===== src/rtl/id_stream_arbiter.sv =====
// ---------------------------------------------------------------------------
// id_stream_arbiter
//
// Two-source character arbiter feeding an identifier recognizer. Each source
// is locked in until it sends a delimiter or 16 back-to-back chars. Every
// accepted char goes out registered. Each source has its own tokenizer
// context, so a long token that loses the lock resumes where it stopped.
//
// Ports
//   clk               clock, all state updates on the rising edge
//   rst_n             synchronous active-low reset
//   s0_valid/s1_valid source n offers sn_char
//   s0_char/s1_char   8-bit ASCII char from source n
//   s0_ready/s1_ready source n is granted; a char moves when valid && ready
//   o_valid           one-cycle strobe: o_char/o_src carry an accepted char
//   o_char, o_src     last accepted char and its source (held otherwise)
//   id_done, id_src   one-cycle pulse: identifier finished on source id_src
//   cnt0, cnt1        saturating count of identifiers finished per source
// ---------------------------------------------------------------------------
module id_stream_arbiter (
  input  logic       clk,
  input  logic       rst_n,
  input  logic       s0_valid,
  input  logic [7:0] s0_char,
  input  logic       s1_valid,
  input  logic [7:0] s1_char,
  output logic       s0_ready,
  output logic       s1_ready,
  output logic       o_valid,
  output logic [7:0] o_char,
  output logic       o_src,
  output logic       id_done,
  output logic       id_src,
  output logic [7:0] cnt0,
  output logic [7:0] cnt1
);

  typedef enum logic [1:0] {ST_IDLE, ST_LOCK0, ST_LOCK1} arb_state_t;
  typedef enum logic [1:0] {CTX_START, CTX_IDENT, CTX_BAD} ctx_t;

  function automatic logic is_letter(input logic [7:0] c);
    return ((c >= 8'h61) && (c <= 8'h7a)) || ((c >= 8'h41) && (c <= 8'h5a));
  endfunction

  function automatic logic is_digit(input logic [7:0] c);
    return (c >= 8'h30) && (c <= 8'h39);
  endfunction

  arb_state_t state, state_next;
  logic       ptr;
  logic [3:0] burst;
  ctx_t       ctx0, ctx1;

  // Transfer decode for the current cycle (at most one source is granted).
  logic       xfer0, xfer1, xfer, xsrc, x_letter, x_digit, x_delim, release_lock;
  logic [7:0] xchar;
  ctx_t       ctx_cur, ctx_upd;

  // NOTE: every signal written in always_comb gets a default at the top so
  // no path leaves it unassigned, which would otherwise infer a latch.
  always_comb begin
    xfer0        = s0_valid && s0_ready;
    xfer1        = s1_valid && s1_ready;
    xfer         = xfer0 || xfer1;
    xsrc         = xfer1;
    xchar        = xfer1 ? s1_char : s0_char;
    x_letter     = is_letter(xchar);
    x_digit      = is_digit(xchar);
    x_delim      = !x_letter && !x_digit;
    // The 16th char of a lock (burst==15) gives the lock up even mid-token.
    release_lock = xfer && (x_delim || (burst == 4'd15));
    ctx_cur      = xsrc ? ctx1 : ctx0;
    ctx_upd      = ctx_cur;
    if (x_delim)                     ctx_upd = CTX_START;
    else if (ctx_cur == CTX_START)   ctx_upd = x_letter ? CTX_IDENT : CTX_BAD;
  end

  // ---------------- arbiter FSM: state register ----------------
  // NOTE: clocked state uses non-blocking assignments so every register
  // samples pre-edge values regardless of statement order.
  always_ff @(posedge clk) begin
    if (!rst_n) state <= ST_IDLE;
    else        state <= state_next;
  end

  // ---------------- arbiter FSM: next state ----------------
  always_comb begin
    state_next = state;
    unique case (state)
      ST_IDLE: begin
        if (s0_valid && (!s1_valid || !ptr)) state_next = ST_LOCK0;
        else if (s1_valid)                   state_next = ST_LOCK1;
      end
      ST_LOCK0, ST_LOCK1: begin
        if (release_lock) state_next = ST_IDLE;
      end
      default: state_next = ST_IDLE;
    endcase
  end

  // ---------------- arbiter FSM: outputs ----------------
  always_comb begin
    s0_ready = (state == ST_LOCK0);
    s1_ready = (state == ST_LOCK1);
  end

  // ---------------- datapath ----------------
  always_ff @(posedge clk) begin
    if (!rst_n) begin
      ptr     <= 1'b0;
      burst   <= 4'd0;
      ctx0    <= CTX_START;
      ctx1    <= CTX_START;
      cnt0    <= 8'd0;
      cnt1    <= 8'd0;
      o_valid <= 1'b0;
      o_char  <= 8'd0;
      o_src   <= 1'b0;
      id_done <= 1'b0;
      id_src  <= 1'b0;
    end else begin
      o_valid <= xfer;
      id_done <= 1'b0;

      // Burst counter restarts in IDLE, which always precedes a lock entry.
      if (state == ST_IDLE) burst <= 4'd0;
      else if (xfer)        burst <= burst + 4'd1;

      // Priority passes to the other source whenever a lock is given up.
      if (release_lock) ptr <= ~xsrc;

      if (xfer) begin
        o_char <= xchar;
        o_src  <= xsrc;
        if (xsrc) ctx1 <= ctx_upd;
        else      ctx0 <= ctx_upd;

        if (x_delim && (ctx_cur == CTX_IDENT)) begin
          id_done <= 1'b1;
          id_src  <= xsrc;
          if (xsrc) begin
            if (cnt1 != 8'hff) cnt1 <= cnt1 + 8'd1;
          end else begin
            if (cnt0 != 8'hff) cnt0 <= cnt0 + 8'd1;
          end
        end
      end
    end
  end

endmodule

===== config.mk =====
export PLATFORM = sky130hd
export DESIGN_NAME = id_stream_arbiter
export DESIGN_NICKNAME = d
export VERILOG_FILES = /design/src/rtl/id_stream_arbiter.sv
export SDC_FILE = /design/constraint.sdc
export NUM_CORES = 1
export LEC_CHECK = 0
export CAP_MARGIN = 15
export CORE_ASPECT_RATIO = 1.75
export CORE_MARGIN = 5
export CORE_UTILIZATION = 45
export DETAILED_ROUTE_END_ITERATION = 8
export PLACE_DENSITY = 0.71
export SLEW_MARGIN = 20
export SYNTH_ARGS = -nofsm -noshare
export SYNTH_HDL_FRONTEND = slang
export SYNTH_SLANG_ARGS = --single-unit
export TNS_END_PERCENT = 10

===== constraint.sdc =====
create_clock -name clk -period 4.93 [get_ports clk]
set_clock_uncertainty 0.15 [all_clocks]
set_input_delay 0.986 -clock clk [delete_from_list [all_inputs] [get_ports clk]]
set_output_delay 0.986 -clock clk [all_outputs]
set_load 0.01 [all_outputs]

==> flow_summary.ini, run 1 <==
[run_status]
outcome = complete, no violations

[critical_path]
r2r-end = cnt1[4]
crit_family = buffers and inverters
reg2reg_slack_ns = 1.85
crit_path_end = cnt1[4]
worstPathRequired_ns = 5.01
startpoint = s1_valid
crit_path_end_kind = flip-flop
worstPathMaxFanout = 26
cp.depth = 8
arrival_ns = 3.70
worst-setup-path-type = in2reg
cp_num_buf_inv = 2
slowest_stage = clkdlybuf4s50_1
rr_startpoint = state[0]
crit_path_cell_trace = clkdlybuf4s50_1 > nand2_1 > buf_4 > a31oi_1 > a41o_1 > o211ai_4 > or4_1 > a21oi_1
worstSetupStartpointType = input port
reg2regPathDepth = 9
cp_slowest_stage_delay_ns = 0.67

[cts]
postCtsSetupBuffers = 0
postCtsResizedCells = 0
worstSkewPairLatency_ns = 0.29
cts_max_path_buffers = 2
cts-root-buf = clkbuf_8
clkSlewWorstSetupHoldPaths_ns = 0.08
cts_hold_buffers = 0
cts_tree = yes
cts.sinks = 39
cts.htree.levels = 2
cts_buffers = 5

[grt]
overflow = 0
grt_use_total_pct = 17.3
grt_pass1_wl_mm = 8.36
grt_pass1_vias = 1836
grt_antenna_before_repair = 0
grt_max_degree = 27

[sta]
setup-tns-final_ns = 0
slew_headroom_pct = 46.6
finalCritPeriodShare_pct = 73.2
slew_viol_final = 0
whs_ns = 0.327
setup_viol = 0
rsz0062_at_grt = false
post-route-min-period_ns = 3.61
max_freq_mhz = 277
hold_violations = 0
worst_pin_slew_ns = 0.796

[placed_design]
dp_hpwl_mm = 3.83
io_buffers = 49
gp_congestion = 0.881

[worst_hold_path]
hold_class = reg2reg

[synthesis]
synth.avg_cell_area_um2 = 8.24
synth_cell_types = 45
ys_seq_elements = 39
synth-seq-area-share_pct = 36.9
yosysWarnings = 0
syn_inst = 257
syn_area_mm2 = 0.00212
synth_nets = 283

[pwr]
power_density_mw_per_mm2 = 383
vdd_ir_drop_max_v = 0.000402
leakagePower_nw = 0.959
finalPower_mw = 1.05

[final_layout]
num-fill-cells = 443
final_cell_mix = clkdlybuf4s50_1 (49), dfxtp_1 (39), nand2_1 (31)
drive_gt1_share_pct = 6.93
layout_commonest_cell = clkdlybuf4s50_1
area_growth_syn_to_layout_pct = 29.3
register_area_um2 = 781
diodes = 0
finalNetCount = 328
multi_input_area_mm2 = 0.00120

[floorplan]
fp.dieH_um = 101
io_pins = 50
die-area_mm2 = 0.00623
die_w_um = 61.9
core-area_mm2 = 0.00462
initial_core_util_pct = 45.8
rows = 33

[route]
postRouteAntennaNets = 0
viasPerCell = 5.73
vias = 2035
drt_iter0_markers = 78
drcViolationCount = 0
dr.pass1.iters = 4
routed_wl_mm = 5.18
wire_per_inst_um = 14.6

[run]
drv_cap = 0
-- through the flow --
step / instance area [um2] / util, % / setup WS [ns] / std cells
after floorplan: 2120 / - / 2.13 / 257
after global routing: 2740 / 59.2 / 1.11 / 355
final: 2740 / 59.2 / 1.32 / 355
after detailed placement: 2620 / 56.5 / 1.03 / 347
after global placement: 2620 / 56.5 / 1.14 / 347
after CTS: 2740 / 59.2 / 1.33 / 355
-- area by class of cell --
| cell class | count | share of cell area (%) |
|---|---|---|
| Inverter | 10 | 1.37 |
| Timing Repair Buffer | 54 | 19.3 |
| Sequential cell | 39 | 28.5 |
| Multi-Input combinational cell | 192 | 44.0 |
| Clock buffer | 6 | 3.02 |
| Tap cell | 52 | 2.38 |
| Clock inverter | 2 | 1.42 |
-- flip-flops by register name, summed over array words and instances (netlist names) --
name,cells
cnt0,8
cnt1,8
o_char,8
burst,4
ctx0,2
ctx1,2
state,2
id_done,1
id_src,1
o_src,1
o_valid,1
ptr,1
-- cell usage after synthesis --
library cell / n / share of area, %
mux2i_1: 6 / 2.8
nand2b_1: 5 / 1.5
a21oi_1: 23 / 5.4
nand4_1: 5 / 1.5
o211ai_1: 2 / 0.71
o211a_1: 2 / 0.95
nor4_2: 3 / 1.8
nor2_1: 21 / 3.7
xor2_1: 2 / 0.83
a21oi_2: 1 / 0.41
inv_1: 9 / 1.6
nor3_4: 1 / 0.77
xnor2_1: 1 / 0.41
nand2_1: 31 / 5.5
buf_6: 4 / 2.1
nand3_1: 19 / 4.5
a21o_1: 1 / 0.35
or3_1: 2 / 0.59
a22oi_1: 1 / 0.35
and2_4: 1 / 0.41
nor4_1: 2 / 0.59
clkinv_1: 1 / 0.18
nand3b_1: 2 / 0.71
a211oi_1: 4 / 1.4
or4_1: 6 / 2.1
o41ai_1: 2 / 0.83
ha_1: 6 / 3.5
nor3_1: 2 / 0.47
o211ai_4: 1 / 1.0
a2111o_1: 1 / 0.53
buf_1: 1 / 0.18
a31oi_1: 4 / 1.2
and3_1: 1 / 0.30
and4b_1: 2 / 0.95
o31ai_1: 7 / 2.5
nand4b_1: 2 / 0.83
a311oi_1: 6 / 2.5
clkbuf_1: 7 / 1.2
and2_1: 1 / 0.30
buf_2: 4 / 0.95
mux2_4: 1 / 0.71
dfxtp_1: 39 / 37
o21bai_1: 1 / 0.35
o21ai_0: 13 / 3.1
a41o_1: 1 / 0.47
-- where the power goes --
part           internal [mW]  switching [mW]
Clock                  0.167           0.120
Sequential             0.358          0.0261
Combinational          0.167           0.209
-- per-layer routing --
layer | GRT usage, % | up-vias | wire length, um
li1 | - | 1030 | -
met3 | 3.46 | 10 | 196
met5 | 0 | - | 0
met4 | 5.88 | 0 | 97
met2 | 29.9 | 43 | 2750
met1 | 20.4 | 952 | 2130
-- how the worst min path moves through the flow --
stage              from  endpoint  cells after the start
2_1_floorplan   ctx0[0]   ctx0[0]                      2
3_3_place_gp   state[0]  state[0]                      2
3_5_place_dp   state[0]  state[0]                      2
4_1_cts        state[0]  state[0]                      2
5_1_grt         ctx0[0]   ctx0[0]                      2
6_report       state[1]  state[1]                      2
-- cells by family (layout without fill, tap and decap cells) --
family          Yosys count  count (layout)  share of synthesized area [%]
compound gates           70              70                           22.0
xor+xnor                  3               3                           1.24
fa+ha+maj                 6               6                           3.55
buf+inv                  26              72                           6.26
flops                    39              39                           36.9
mux                       7               7                           3.55
simple gates            106             106                           26.5
-- worst reg2reg max path, stage by stage, from the launching register on --
cell	delay (ns)
dfxtp_1	0.33
inv_1	0.08
ha_1	0.40
nand2_1	0.38
buf_4	0.30
a31oi_1	0.18
a41o_1	0.22
o211ai_4	0.26
or4_1	0.58
a21oi_1	0.14
No activity file was read; power rests on OpenSTA's default activity.
==> run 2: changes to the inputs <==
==> constraint.sdc (replaced) <==
create_clock -name clk -period 3.6 [get_ports clk]
set_clock_uncertainty 0.15 [all_clocks]
set_input_delay 0.72 -clock clk [delete_from_list [all_inputs] [get_ports clk]]
set_output_delay 0.72 -clock clk [all_outputs]
set_load 0.01 [all_outputs]
==> flow_summary.ini, run 2 (same netlist as run 1, synthesis figures left out) <==
[run]
drv_cap = 0

[grt]
grt_max_degree = 27
overflow = 0
grt_antenna_before_repair = 0
grt_pass1_wl_mm = 9.24
grt_pass1_vias = 2070
grt_use_total_pct = 19.2

[sta]
post-route-min-period_ns = 3.06
slew_viol_final = 0
hold_violations = 0
rsz0062_at_grt = false
max_freq_mhz = 327
setup_viol = 0
setup-tns-final_ns = 0
worst_pin_slew_ns = 0.820
finalCritPeriodShare_pct = 85.0
slew_headroom_pct = 44.9

[placed_design]
dp_hpwl_mm = 3.99
gp_congestion = 0.825
io_buffers = 49

[final_layout]
largestRegisters = cnt0: 8 flops, cnt1: 8 flops, o_char: 8 flops
final_cell_mix = clkdlybuf4s50_1 (49), dfxtp_1 (39), nand2_1 (31)
area_growth_syn_to_layout_pct = 29.6
drive_gt1_share_pct = 7.54
diodes = 0
layout_commonest_cell = clkdlybuf4s50_1
num-fill-cells = 458
finalNetCount = 330

[critical_path]
rr_startpoint = state[0]
arrival_ns = 3.15
cp_num_buf_inv = 1
worstPathMaxFanout = 26
worstSetupStartpointType = input port
crit_path_cell_trace = clkdlybuf4s50_1 > and2_4 > mux2_4 > nor3_4 > o211ai_4 > or4_1 > a21oi_1
crit_family = simple AND/OR/NAND/NOR gates
reg2reg_slack_ns = 0.62
slowest_stage = or4_1
worstPathRequired_ns = 3.69
reg2regPathDepth = 8
cp_slowest_stage_delay_ns = 0.57
r2r-end = cnt1[3]
worst-setup-path-type = in2reg
crit_path_end_kind = flip-flop

[route]
viasPerCell = 5.90
vias = 2107
postRouteAntennaNets = 0
routed_wl_mm = 5.42
drcViolationCount = 0
dr.pass1.iters = 4
wire_per_inst_um = 15.2
drt_iter0_markers = 96

[floorplan]
rows = 33
io_pins = 50
die-area_mm2 = 0.00623
die_w_um = 61.9
core-area_mm2 = 0.00462
fp.dieH_um = 101
initial_core_util_pct = 45.8

[pwr]
power_density_mw_per_mm2 = 519
leakagePower_nw = 0.965
vdd_ir_drop_max_v = 0.000360
finalPower_mw = 1.42

[cts]
cts_hold_buffers = 0
cts_max_path_buffers = 2
worstSkewPairLatency_ns = 0.30
postCtsResizedCells = 0
cts_tree = yes
cts.sinks = 39
clkSlewWorstSetupHoldPaths_ns = 0.08
cts-root-buf = clkbuf_8
postCtsSetupBuffers = 0
cts_buffers = 5
cts.htree.levels = 2

[worst_hold_path]
hold_start = ctx0[0]
hold_class = reg2reg
min_path_cells = 2
holdPathEnd = ctx0[0]

[run_status]
outcome = complete, no violations
[run 2: cell types whose count changed in the layout (fill, tap and decap cells not counted), sizes merged]
cell	before	now
buf	5	7
clkinv	1	3
clkbuf	6	5
inv	10	9
[run 2: worst max-delay path by stage]
stage / start / to / slack (ns) / cells past startpoint
floorplan: state[0] / cnt0[6] / 0.99 / 11
global placement: s1_valid / cnt1[3] / 0.30 / 7
detailed placement: s1_valid / cnt1[4] / 0.26 / 7
CTS: s1_valid / cnt1[3] / 0.56 / 7
global route: s1_valid / cnt1[3] / 0.39 / 7
finish: s1_valid / cnt1[3] / 0.54 / 7
[run 2: power breakdown]
part | internal (mW) | switching, mW | total (mW)
logic | 0.232 | 0.298 | 0.529
clock network | 0.206 | 0.162 | 0.368
registers | 0.491 | 0.0367 | 0.527
[run 2: worst min-delay path: stages, from the launching register on]
cell and delay [ns]:
dfxtp_1 0.32, nand2_1 0.06, a21oi_1 0.05
[run 2: through the flow]
stage,hold slack [ns],cells,area (um2),worst slack [ns],util [%]
after floorplan,0.296,257,2120,0.988,-
after global placement,0.308,349,2630,0.300,56.9
after detailed placement,0.316,349,2630,0.255,56.9
after CTS,0.327,357,2740,0.557,59.3
after global routing,0.350,357,2740,0.388,59.3
final,0.322,357,2740,0.539,59.3
[run 2: per-layer routing]
metal | GRT usage [%] | vias up | wire length (um)
met4 | 7.84 | 0 | 93
met3 | 3.33 | 9 | 249
met1 | 20.8 | 1007 | 2060
li1 | - | 1038 | -
met5 | 0 | - | 0
met2 | 34.7 | 53 | 3020
[run 2: area by class of cell]
cell class | instances | area [um2] | area share [%]
tap | 52 | 65.1 | 2.37
multi-input combinational | 192 | 1200 | 43.9
timing repair buffer | 56 | 543 | 19.8
clock inverter | 3 | 43.8 | 1.60
clock buffer | 5 | 68.8 | 2.51
sequential | 39 | 781 | 28.5
inverter | 10 | 37.5 | 1.37
==> run 3: changes to the inputs <==
--- a/config.mk
+++ b/config.mk
@@ -9,7 +9,9 @@
 export CORE_ASPECT_RATIO = 1.75
 export CORE_MARGIN = 5
 export CORE_UTILIZATION = 45
+export CTS_BUF_LIST = sky130_fd_sc_hd__clkbuf_2
 export DETAILED_ROUTE_END_ITERATION = 8
+export MAX_ROUTING_LAYER = met4
 export PLACE_DENSITY = 0.71
 export SLEW_MARGIN = 20
 export SYNTH_ARGS = -nofsm -noshare
==> flow_summary.ini, run 3 (same netlist as run 1, synthesis figures left out) <==
[critical_path]
crit_path_end_kind = flip-flop
worstPathMaxFanout = 26
reg2reg_slack_ns = 0.63
arrival_ns = 3.19
crit_path_end = cnt1[3]
cp.depth = 8
startpoint = state[0]
rr_startpoint = state[0]
reg2regPathDepth = 8
crit_path_cell_trace = inv_1 > ha_1 > and2_4 > mux2_4 > nor3_4 > o211ai_4 > or4_1 > a21oi_1
r2r-end = cnt1[3]
cp_slowest_stage_delay_ns = 0.57
crit_family = simple AND/OR/NAND/NOR gates
cp_num_buf_inv = 1
worst-setup-path-type = reg2reg
worstSetupStartpointType = flip-flop
worstPathRequired_ns = 3.81
slowest_stage = or4_1

[floorplan]
core-area_mm2 = 0.00462
die-area_mm2 = 0.00623
fp.dieH_um = 101
die_w_um = 61.9
rows = 33
initial_core_util_pct = 45.8
io_pins = 50

[route]
vias = 2111
viasPerCell = 5.91
drt_iter0_markers = 97
wire_per_inst_um = 15.1
dr.pass1.iters = 4
postRouteAntennaNets = 0
routed_wl_mm = 5.41
drcViolationCount = 0

[sta]
max_freq_mhz = 336
rsz0062_at_grt = false
worst_pin_slew_ns = 0.823
post-route-min-period_ns = 2.97
slew_headroom_pct = 44.8
slew_viol_final = 0
finalCritPeriodShare_pct = 82.6
setup_viol = 0
setup-tns-final_ns = 0
hold_violations = 0

[run_status]
outcome = complete, no violations

[final_layout]
num-fill-cells = 465
diodes = 0
layout_commonest_cell = clkdlybuf4s50_1
register_area_um2 = 781
largestRegisters = cnt0: 8 flops, cnt1: 8 flops, o_char: 8 flops
finalNetCount = 330
area_growth_syn_to_layout_pct = 27.5
final_cell_mix = clkdlybuf4s50_1 (49), dfxtp_1 (39), nand2_1 (31)
multi_input_area_mm2 = 0.00120
drive_gt1_share_pct = 7.54
fin_cells = 357

[cts]
cts_buffers = 5
cts.htree.levels = 2
clkSlewWorstSetupHoldPaths_ns = 0.22
cts_tree = yes
worstSkewPairLatency_ns = 0.40
cts_hold_buffers = 0
cts_max_path_buffers = 2
cts-root-buf = clkbuf_2
cts.sinks = 39
postCtsSetupBuffers = 0
postCtsResizedCells = 0

[placed_design]
dp_hpwl_mm = 3.99
io_buffers = 49
gp_congestion = 0.838
dp.cells = 349

[grt]
grt_use_total_pct = 19.6
grt_antenna_before_repair = 0
grt_pass1_wl_mm = 9.19
overflow = 0
grt_max_degree = 27
grt_pass1_vias = 2069

[run]
drv_cap = 0

[pwr]
clock_power_share_pct = 20.5
sequentialPowerShare_pct = 39.7
intPower_mw = 0.840
vdd_ir_drop_max_v = 0.000347
leakagePower_nw = 0.950
power_density_mw_per_mm2 = 492
switching_share_pct = 36.7
p_sw_mw = 0.487
power_frac_comb_pct = 39.8

[worst_hold_path]
hold_class = reg2reg
-- run 3: cell counts in the layout (fill, tap and decap cells not counted) --
Identical to the previous run, type by type.
-- run 3: how the worst min path moves through the flow --
| stage | from | to | slack [ns] | cells past startpoint |
|---|---|---|---|---|
| floorplan | ctx0[0] | ctx0[0] | 0.30 | 2 |
| global placement | ctx0[0] | ctx0[0] | 0.31 | 2 |
| detailed placement | ctx0[0] | ctx0[0] | 0.32 | 2 |
| CTS | ctx0[0] | ctx0[0] | 0.34 | 2 |
| global route | ctx0[0] | ctx0[0] | 0.36 | 2 |
| finish | ctx0[0] | ctx0[0] | 0.34 | 2 |
-- run 3: worst register-to-register path, cell delays in order, from the launching register on --
cell and delay (ns):
dfxtp_1 0.37, inv_1 0.08, ha_1 0.41, and2_4 0.33, mux2_4 0.35, nor3_4 0.27
o211ai_4 0.27, or4_1 0.58, a21oi_1 0.14
-- run 3: layout make-up --
| class | instances | area share [%] |
|---|---|---|
| inverter | 10 | 1.39 |
| sequential | 39 | 28.9 |
| tap | 52 | 2.41 |
| clock buffer | 5 | 0.927 |
| multi-input combinational | 192 | 44.6 |
| timing repair buffer | 56 | 20.1 |
| clock inverter | 3 | 1.62 |
-- run 3: per-stage QoR --
stage | instance area (um2) | setup slack [ns] | total power [mW] | util (%) | hold WS, ns
2_1_floorplan | 2120 | 0.988 | 0.877 | - | 0.296
3_3_place_gp | 2630 | 0.300 | 1.06 | 56.9 | 0.308
3_5_place_dp | 2630 | 0.255 | 1.06 | 56.9 | 0.316
4_1_cts | 2700 | 0.628 | 1.34 | 58.4 | 0.340
5_1_grt | 2700 | 0.420 | 1.43 | 58.4 | 0.363
6_report | 2700 | 0.628 | 1.33 | 58.4 | 0.337
-- run 3: power groups by stage --
stage	clock network [mW]	registers, mW	logic [mW]
floorplan	0	0.548	0.330
global placement	0	0.535	0.522
detailed placement	0	0.537	0.526
CTS	0.283	0.528	0.530
global route	0.303	0.536	0.589
finish	0.272	0.527	0.528
-- run 3: metal layers --
metal  global-route usage, %  up-vias  wire [um]
met2                    34.5       47       3020
met4                    7.84        0         98
met3                    2.82        8        220
met5                       -        -          0
li1                        -     1044          -
met1                    21.0     1012       2070
